### config.mk
export PLATFORM = sky130hd
export DESIGN_NAME = everloop_frame_buffer
export DESIGN_NICKNAME = d
export VERILOG_FILES = /design/src/rtl/everloop_frame_buffer.sv
export SDC_FILE = /design/constraint.sdc
export NUM_CORES = 2
export LEC_CHECK = 0
export BUFFER_PORTS_ARGS = -buffer_cell sky130_fd_sc_hd__buf_2
export CORE_MARGIN = 10
export CORE_UTILIZATION = 45
export DETAILED_ROUTE_END_ITERATION = 12
export GPL_TIMING_DRIVEN = 0
export PLACE_DENSITY_LB_ADDON = 0.08
export SLEW_MARGIN = 20
export SYNTH_ARGS = -nofsm -noshare
export SYNTH_HDL_FRONTEND = slang
export SYNTH_SLANG_ARGS = --single-unit
### constraint.sdc
create_clock -name i_clk -period 11.9 [get_ports i_clk]
set_input_delay 1.785 -clock i_clk [delete_from_list [all_inputs] [get_ports i_clk]]
set_output_delay 1.785 -clock i_clk [all_outputs]
set_load 0.01 [all_outputs]
### src/rtl/everloop_frame_buffer.sv
// ---------------------------------------------------------------------------
// everloop_frame_buffer
//
// Double-buffered (ping-pong) frame store for the everloop LED ring.
// The CPU writer fills the back bank, the LED serialiser reads the front
// bank, and a swap request flips the banks only between serialiser frames.
// A hardware clear zero-fills the back bank one word per cycle.
//
// Ports:
//   i_clk          clock, all logic on rising edge
//   i_rst_n        synchronous active-low reset
//   i_d_in         write data
//   i_addr_wr      write address into the back bank
//   i_wr           write strobe
//   i_addr_rd      read address into the front bank
//   i_rd           read strobe
//   o_d_out        registered read data (latency 1, holds when no read)
//   o_rd_valid     one-cycle pulse: o_d_out updated by a read
//   i_swap_req     request a bank swap (pulse)
//   i_frame_busy   serialiser mid-frame, swap must wait
//   o_swap_pending swap requested, not yet executed
//   o_bank_sel     current front bank index
//   i_clear        request a zero-fill of the back bank (pulse)
//   o_clear_busy   clear in progress
//   o_err          one-cycle pulse: previous-cycle request rejected
//   o_fsm_state    debug view of the FSM state (0 = IDLE, 1 = CLEAR)
//
// Handshake: strobes (i_wr, i_rd, i_swap_req, i_clear) are sampled on every
// rising edge with no back-pressure; acceptance or rejection is reported one
// cycle later through o_rd_valid / o_err, never by stalling the requester.
// ---------------------------------------------------------------------------
module everloop_frame_buffer #(
    parameter int DATA_W   = 8,
    parameter int LEDS     = 35,
    parameter int CHANNELS = 4,
    parameter int ADDR_W   = 8
) (
    input  logic              i_clk,
    input  logic              i_rst_n,
    input  logic [DATA_W-1:0] i_d_in,
    input  logic [ADDR_W-1:0] i_addr_wr,
    input  logic              i_wr,
    input  logic [ADDR_W-1:0] i_addr_rd,
    input  logic              i_rd,
    output logic [DATA_W-1:0] o_d_out,
    output logic              o_rd_valid,
    input  logic              i_swap_req,
    input  logic              i_frame_busy,
    output logic              o_swap_pending,
    output logic              o_bank_sel,
    input  logic              i_clear,
    output logic              o_clear_busy,
    output logic              o_err,
    output logic              o_fsm_state
);

    localparam int DEPTH = LEDS * CHANNELS;
    localparam int IDX_W = $clog2(2 * DEPTH);
    localparam logic [ADDR_W-1:0] LAST_ADDR = ADDR_W'(DEPTH - 1);

    typedef enum logic {
        ST_IDLE  = 1'b0,
        ST_CLEAR = 1'b1
    } state_t;

    state_t            r_state;
    state_t            w_state_nxt;
    logic [ADDR_W-1:0] r_clr_cnt;
    logic [ADDR_W-1:0] w_clr_cnt_nxt;

    logic              r_bank_sel;
    logic              r_swap_pending;
    logic [DATA_W-1:0] r_d_out;
    logic              r_rd_valid;
    logic              r_err;

    // Both banks in one array so synthesis can map it onto a single RAM:
    // bank b, address a lives at index b*DEPTH + a.
    logic [DATA_W-1:0] r_mem [0:2*DEPTH-1];

    logic              w_idle;
    logic              w_wr_in_range;
    logic              w_rd_in_range;
    logic              w_swap_exec;
    logic              w_we;
    logic [ADDR_W-1:0] w_waddr;
    logic [DATA_W-1:0] w_wdata;
    logic [IDX_W-1:0]  w_widx;
    logic [IDX_W-1:0]  w_ridx;

    assign w_idle        = (r_state == ST_IDLE);
    assign w_wr_in_range = (i_addr_wr <= LAST_ADDR);
    assign w_rd_in_range = (i_addr_rd <= LAST_ADDR);

    // Swaps wait for the serialiser frame gap and for any clear to finish,
    // so a clear always targets a single bank from start to end.
    assign w_swap_exec   = r_swap_pending & ~i_frame_busy & w_idle;

    // ------------------------------------------------------------------
    // FSM: state register
    // ------------------------------------------------------------------
    always_ff @(posedge i_clk) begin
        if (!i_rst_n) begin
            r_state   <= ST_IDLE;
            r_clr_cnt <= '0;
        end else begin
            r_state   <= w_state_nxt;
            r_clr_cnt <= w_clr_cnt_nxt;
        end
    end

    // ------------------------------------------------------------------
    // FSM: next state, clear counter and write-port mux
    // ------------------------------------------------------------------
    always_comb begin
        w_state_nxt   = r_state;
        w_clr_cnt_nxt = r_clr_cnt;
        w_we          = 1'b0;
        w_waddr       = i_addr_wr;
        w_wdata       = i_d_in;
        case (r_state)
            ST_IDLE: begin
                // A write in the same cycle as a clear request is still
                // accepted; the clear then overwrites it.
                if (i_wr && w_wr_in_range) begin
                    w_we = 1'b1;
                end
                if (i_clear) begin
                    w_state_nxt   = ST_CLEAR;
                    w_clr_cnt_nxt = '0;
                end
            end
            ST_CLEAR: begin
                w_we    = 1'b1;
                w_waddr = r_clr_cnt;
                w_wdata = '0;
                if (r_clr_cnt == LAST_ADDR) begin
                    w_state_nxt   = ST_IDLE;
                    w_clr_cnt_nxt = '0;
                end else begin
                    w_clr_cnt_nxt = r_clr_cnt + 1'b1;
                end
            end
            default: begin
                w_state_nxt = ST_IDLE;
            end
        endcase
    end

    // Writes always land in the back bank, reads always come from the front.
    assign w_widx = IDX_W'(w_waddr) + (r_bank_sel ? IDX_W'(0) : IDX_W'(DEPTH));
    assign w_ridx = IDX_W'(i_addr_rd) + (r_bank_sel ? IDX_W'(DEPTH) : IDX_W'(0));

    // ------------------------------------------------------------------
    // Storage (no reset so it stays inferable as block RAM)
    // ------------------------------------------------------------------
    always_ff @(posedge i_clk) begin
        if (w_we) begin
            r_mem[w_widx] <= w_wdata;
        end
    end

    // ------------------------------------------------------------------
    // Read port, error flag, bank selection
    // ------------------------------------------------------------------
    always_ff @(posedge i_clk) begin
        if (!i_rst_n) begin
            r_d_out        <= '0;
            r_rd_valid     <= 1'b0;
            r_err          <= 1'b0;
            r_bank_sel     <= 1'b0;
            r_swap_pending <= 1'b0;
        end else begin
            r_rd_valid <= i_rd;
            // r_bank_sel is still the pre-swap value here, so a read in the
            // swap cycle returns old-front data.
            if (i_rd) begin
                if (w_rd_in_range) begin
                    r_d_out <= r_mem[w_ridx];
                end else begin
                    r_d_out <= '0;
                end
            end
            r_err <= (i_wr && (!w_wr_in_range || !w_idle)) ||
                     (i_rd && !w_rd_in_range);
            if (w_swap_exec) begin
                r_bank_sel <= ~r_bank_sel;
            end
            // A request arriving in the execute cycle re-arms pending, so a
            // second swap follows.
            r_swap_pending <= i_swap_req | (r_swap_pending & ~w_swap_exec);
        end
    end

    assign o_d_out        = r_d_out;
    assign o_rd_valid     = r_rd_valid;
    assign o_err          = r_err;
    assign o_bank_sel     = r_bank_sel;
    assign o_swap_pending = r_swap_pending;
    assign o_clear_busy   = (r_state == ST_CLEAR);
    assign o_fsm_state    = r_state;

endmodule

-- Word-level counts from Yosys, hierarchy flattened
Memories as Yosys holds them, arrays and structs flattened.
Cells that the tools add are included.
- $lt $le $gt $ge: 2
- bitwise gates (word level): 8
- multiplexer cells: 15
- equal/unequal tests: 2
- $add $sub $neg: 3
- reductions and logical operators: 7
- operators by type and width (cell ; number):
    $mux W8 ; 7
    $add A8 B8 Y9 ; 2
    $le A8 B8 Y1 const B ; 2
    $pmux W8 S2 ; 1
    $add A8 B1 Y8 const B ; 1
    $eq A8 B8 Y1 const B ; 1
    $mux W1 ; 5
    $not A1 Y1 ; 4
    $pmux W1 S2 ; 2
    $and A1 B1 Y1 ; 3
    $logic_and A1 B1 Y1 ; 3
    $logic_not A1 Y1 ; 2
    $logic_or A1 B1 Y1 ; 2
    $ne A2 B2 Y1 const B ; 1
    $or A1 B1 Y1 ; 1
- logic and storage cells: 45
- memories kept: 1
- memory bits (writable): 2240
- bits in registers: 21
- output and inout bits: 14
- bits of input ports: 31
- memory list (name ; words ; width ; rd ports ; clocked after Yosys merged registers in ; write ports ; line ; text):
    r_mem ; 280 ; 8 ; 1 ; 0 ; 1 ; 79 ; logic [DATA_W-1:0] r_mem [0:2*DEPTH-1];

-- Logic depth before layout (Yosys ltp)
- depth in word-level cells: 6
- depth in mapped cells: 13
- depth with buffers taken out: 10

-- Least setup slack after synthesis
OpenSTA, ideal clock, no wires.
- path type: input to register
- start point: input i_d_in[0]
- end point: memory r_mem[0][0], data pin
- required time: 10.337 ns
- library setup time: 1.563 ns
- path slack: 1.839 ns
- cell stages on the path: 1
- path buffers: 0
- arrival time: 8.498 ns
- cells stage by stage: nor2b_1
- cells in the longest elaborated chain, start to end: 1
- RTL lines (item ; line ; text):
    start: declaration ; 40 ; input logic [DATA_W-1:0] i_d_in,
    $mux W8 ; 121 ; case (r_state)
    end: declaration ; 79 ;
Every way passes these cells.

-- Final worst setup path
- start point: register r_state, in the netlist o_clear_busy
- end point: memory r_mem[37][7], enable pin
- cells in the longest elaborated chain, start to end: 4
- elaborated cells on any way between the ends: 6
- classes of those cells: add/sub (1); mux (4); bitwise (1)
- RTL lines (item ; line ; text):
    start: declaration ; 66 ; state_t r_state;
    start signal: assignment ; 107 ; r_state <= w_state_nxt;
    parallel branches: the longest is 4 deep, another holds $add A8 B8 Y9 ; - ;
Parallel ways; which one is timed is not known.

==> summary.md <==
| Metric | Value |
|---|---|
| Syn avg cell area | `21.6 sq um` |
| Post-Syn Instances | `4084` |
| Chip width | `463 um` |
| Vias in the first global route | `46200` |
| Root buf cell | `clkbuf_16` |
| Drt pass-1 iters | `6` |
| Fmax achieved | `0.159 GHz` |
| Startpoint Class | `register` |
| GPL Wtd Cong | `0.946` |
| Syn-to-layout area delta | `15.0%` |
| Worst-Margin Slew | `1280 ps` |
| Seq/Total Area, Yosys | `76.6%` |
| WS Path Type | `register to register` |
| Leak pwr | `31.9 nW` |
| Max IR drop VDD | `122 uV` |
| Run status | `finished clean` |
| DP HPWL | `215 mm` |
| Fin Clk Skew | `60.9 ps` |
| Worst slack, placed | `5040 ps` |
| Commonest cells after routing, fill and taps aside | `edfxtp_1, mux4_2, nor2_1` |
| Fillcell total | `15400` |
| Starting Density | `45.3%` |
| Via Count | `47000` |
| Maximum clock insertion buffer count | `3` |
| Final setup viols | `0` |
| Synth Warn # | `0` |
| DIE HEIGHT | `463 um` |
| Residual DRC count | `0` |
| Cts bufs inserted | `230` |
| H-tree depth | `4` |
| Final core area utilization | `52.1%` |
| CP arrival | `6800 ps` |
| Hold-fix buffers, CTS | `0` |
| Largest net degree at the start of global routing | `45` |
| CTS tree | `yes` |
| Syn nets | `4124` |
| Initial DRC Count | `7394` |
| Average wire per standard cell | `42.7 um` |
| RSZ-0062 raised after global routing | `false` |
| PwrDens | `172 nW/um^2` |
| Share of flip-flops with an asynchronous set or reset | `0%` |
| Post-route ant nets | `0` |
| Nets | `4496` |
| Final min period | `6300 ps` |
| Full die area | `214000 sq um` |
| MaxCap Viol Count | `0` |
| Post-synth EDFFs | `2240` |
| Clock latency on the worst-skew pair | `900 ps` |
| Endpoints failing hold | `0` |
| Share of cells above drive strength 1 | `28.4%` |
| Setup TNS | `0 ps` |
| IO Count | `45` |
| Commonest non-fill, non-tap cell in the layout | `edfxtp_1` |
| Clk sink count | `2261` |
| Mapped Area | `88300 sq um` |
| Post-CTS Setup Repair Bufs | `0` |
| Worst min path class | `register to register` |
| Yosys reg bits | `2261` |
| Type of destination of the critical path | `register` |
| Final WL | `311 mm` |
| Vias/cell | `6.45` |
| Worst-path clk slew | `60 ps` |
| Core Footprint | `195000 sq um` |
| Final Slew Violations | `0` |
| CP Max Fanout | `10` |
| Post-CTS sizing | `0` |
| GR Overflow Total | `0` |
| Initial antenna violation count | `28` |
| Port Buf Inserts | `41` |
| Total GRT Usage | `28.5%` |
| Max-slew headroom | `14.4%` |
| First-pass GRT wire length | `413 mm` |
| Most common flop cell mapped by yosys | `edfxtp_1` |
| PnR worst setup slack | `5600 ps` |
| Row count | `162` |
| Final period util | `52.9%` |
| Number of distinct library cells after synthesis | `61` |
| Crit path required time | `12410 ps` |
==> per-stage QoR <==
step / hold slack [ps] / power [mW] / cell area [sq um] / instances
2_1_floorplan: 489 / 9.73 / 88300 / 4084
4_1_cts: 546 / 17.4 / 102000 / 7267
3_3_place_gp: 535 / 10.5 / 91800 / 6749
3_5_place_dp: 533 / 10.5 / 94400 / 6848
5_1_grt: 605 / 17.8 / 102000 / 7268
6_report: 559 / 17.4 / 102000 / 7280
==> kinds of logic after synthesis <==
| family | Yosys count | share of synthesized area [%] |
|---|---|---|
| simple gates | 615 | 2.97 |
| fa+ha+maj | 9 | 0.144 |
| xor+xnor | 9 | 0.0893 |
| buf+inv | 249 | 1.49 |
| flops | 2261 | 76.6 |
| mux | 706 | 16.9 |
| compound gates | 235 | 1.80 |
==> critical path: stages, from the launching register on <==
cell      delay, ps
dfxtp_1         460
clkbuf_1        370
clkbuf_1        410
clkbuf_1        440
mux2_2          410
ha_1            220
fa_1            510
nor3b_1         530
nand2_1         880
clkbuf_2        530
buf_16          250
nor2_1          820
==> routing by layer <==
metal	GRT usage (%)	vias up	wire length [um]
li1	-	17900	-
met4	13.5	18	17300
met3	8.41	682	33100
met1	38.0	25500	119000
met5	0	-	126
met2	43.3	2890	142000
==> Yosys cell counts, types with 19 or more instances <==
cell,number,area [sq um]
o21ai_0,30,150
a21oi_1,43,215
nor2b_1,24,150
buf_2,56,280
a22oi_1,28,210
buf_6,19,214
mux2i_1,74,741
nor2_1,319,1200
edfxtp_1,2240,67300
mux4_2,626,14100
a31oi_1,27,169
nand3_1,31,155
buf_4,44,330
dfxtp_1,21,420
nor3_1,19,95.1
nand2_1,155,582
clkbuf_1,105,394
o22ai_1,19,119
==> final cells by class <==
cell class              instances  area, sq um  share of cell area [%]
diodes                         13         32.5                  0.0320
multi-input cells            1574        19500                    19.2
inverters                      15         56.3                  0.0554
clock inverters               131         1090                    1.07
clock buffers                 288         6070                    5.97
repair buffers                140         2490                    2.45
flip-flops and latches       2261        67700                    66.7
well taps                    2624         3280                    3.23
plain buffers                 234         1340                    1.32
==> report_power, final <==
part	leakage, nW	switching [mW]	internal [mW]	total (mW)
combinational	7.93	1.10	0.479	1.58
clock	3.49	3.12	3.90	7.02
sequential	20.5	0.00894	8.81	8.82
total	31.9	4.23	13.2	17.4
==> sequential cells by signal, summed over array words and instances, names as in the netlist <==
name / flops
o_err: 1
r_clr_cnt: 8
r_mem: 2240
o_rd_valid: 1
o_swap_pending: 1
o_bank_sel: 1
o_d_out: 8
o_clear_busy: 1
==> worst paths after layout <==
| kind | startpoint | to | slack [ps] | cells past startpoint |
|---|---|---|---|---|
| max reg2reg | o_clear_busy$_SDFF_PN0_ | r_mem[37][7]$_DFFE_PP_ | 5600 | 11 |
| min reg2reg | r_clr_cnt[2]$_SDFFE_PN0P_ | r_clr_cnt[2]$_SDFFE_PN0P_ | 560 | 2 |
| max | o_clear_busy$_SDFF_PN0_ | r_mem[37][7]$_DFFE_PP_ | 5600 | 11 |
| min | r_clr_cnt[2]$_SDFFE_PN0P_ | r_clr_cnt[2]$_SDFFE_PN0P_ | 560 | 2 |
No activity file was read; power rests on OpenSTA's default activity.
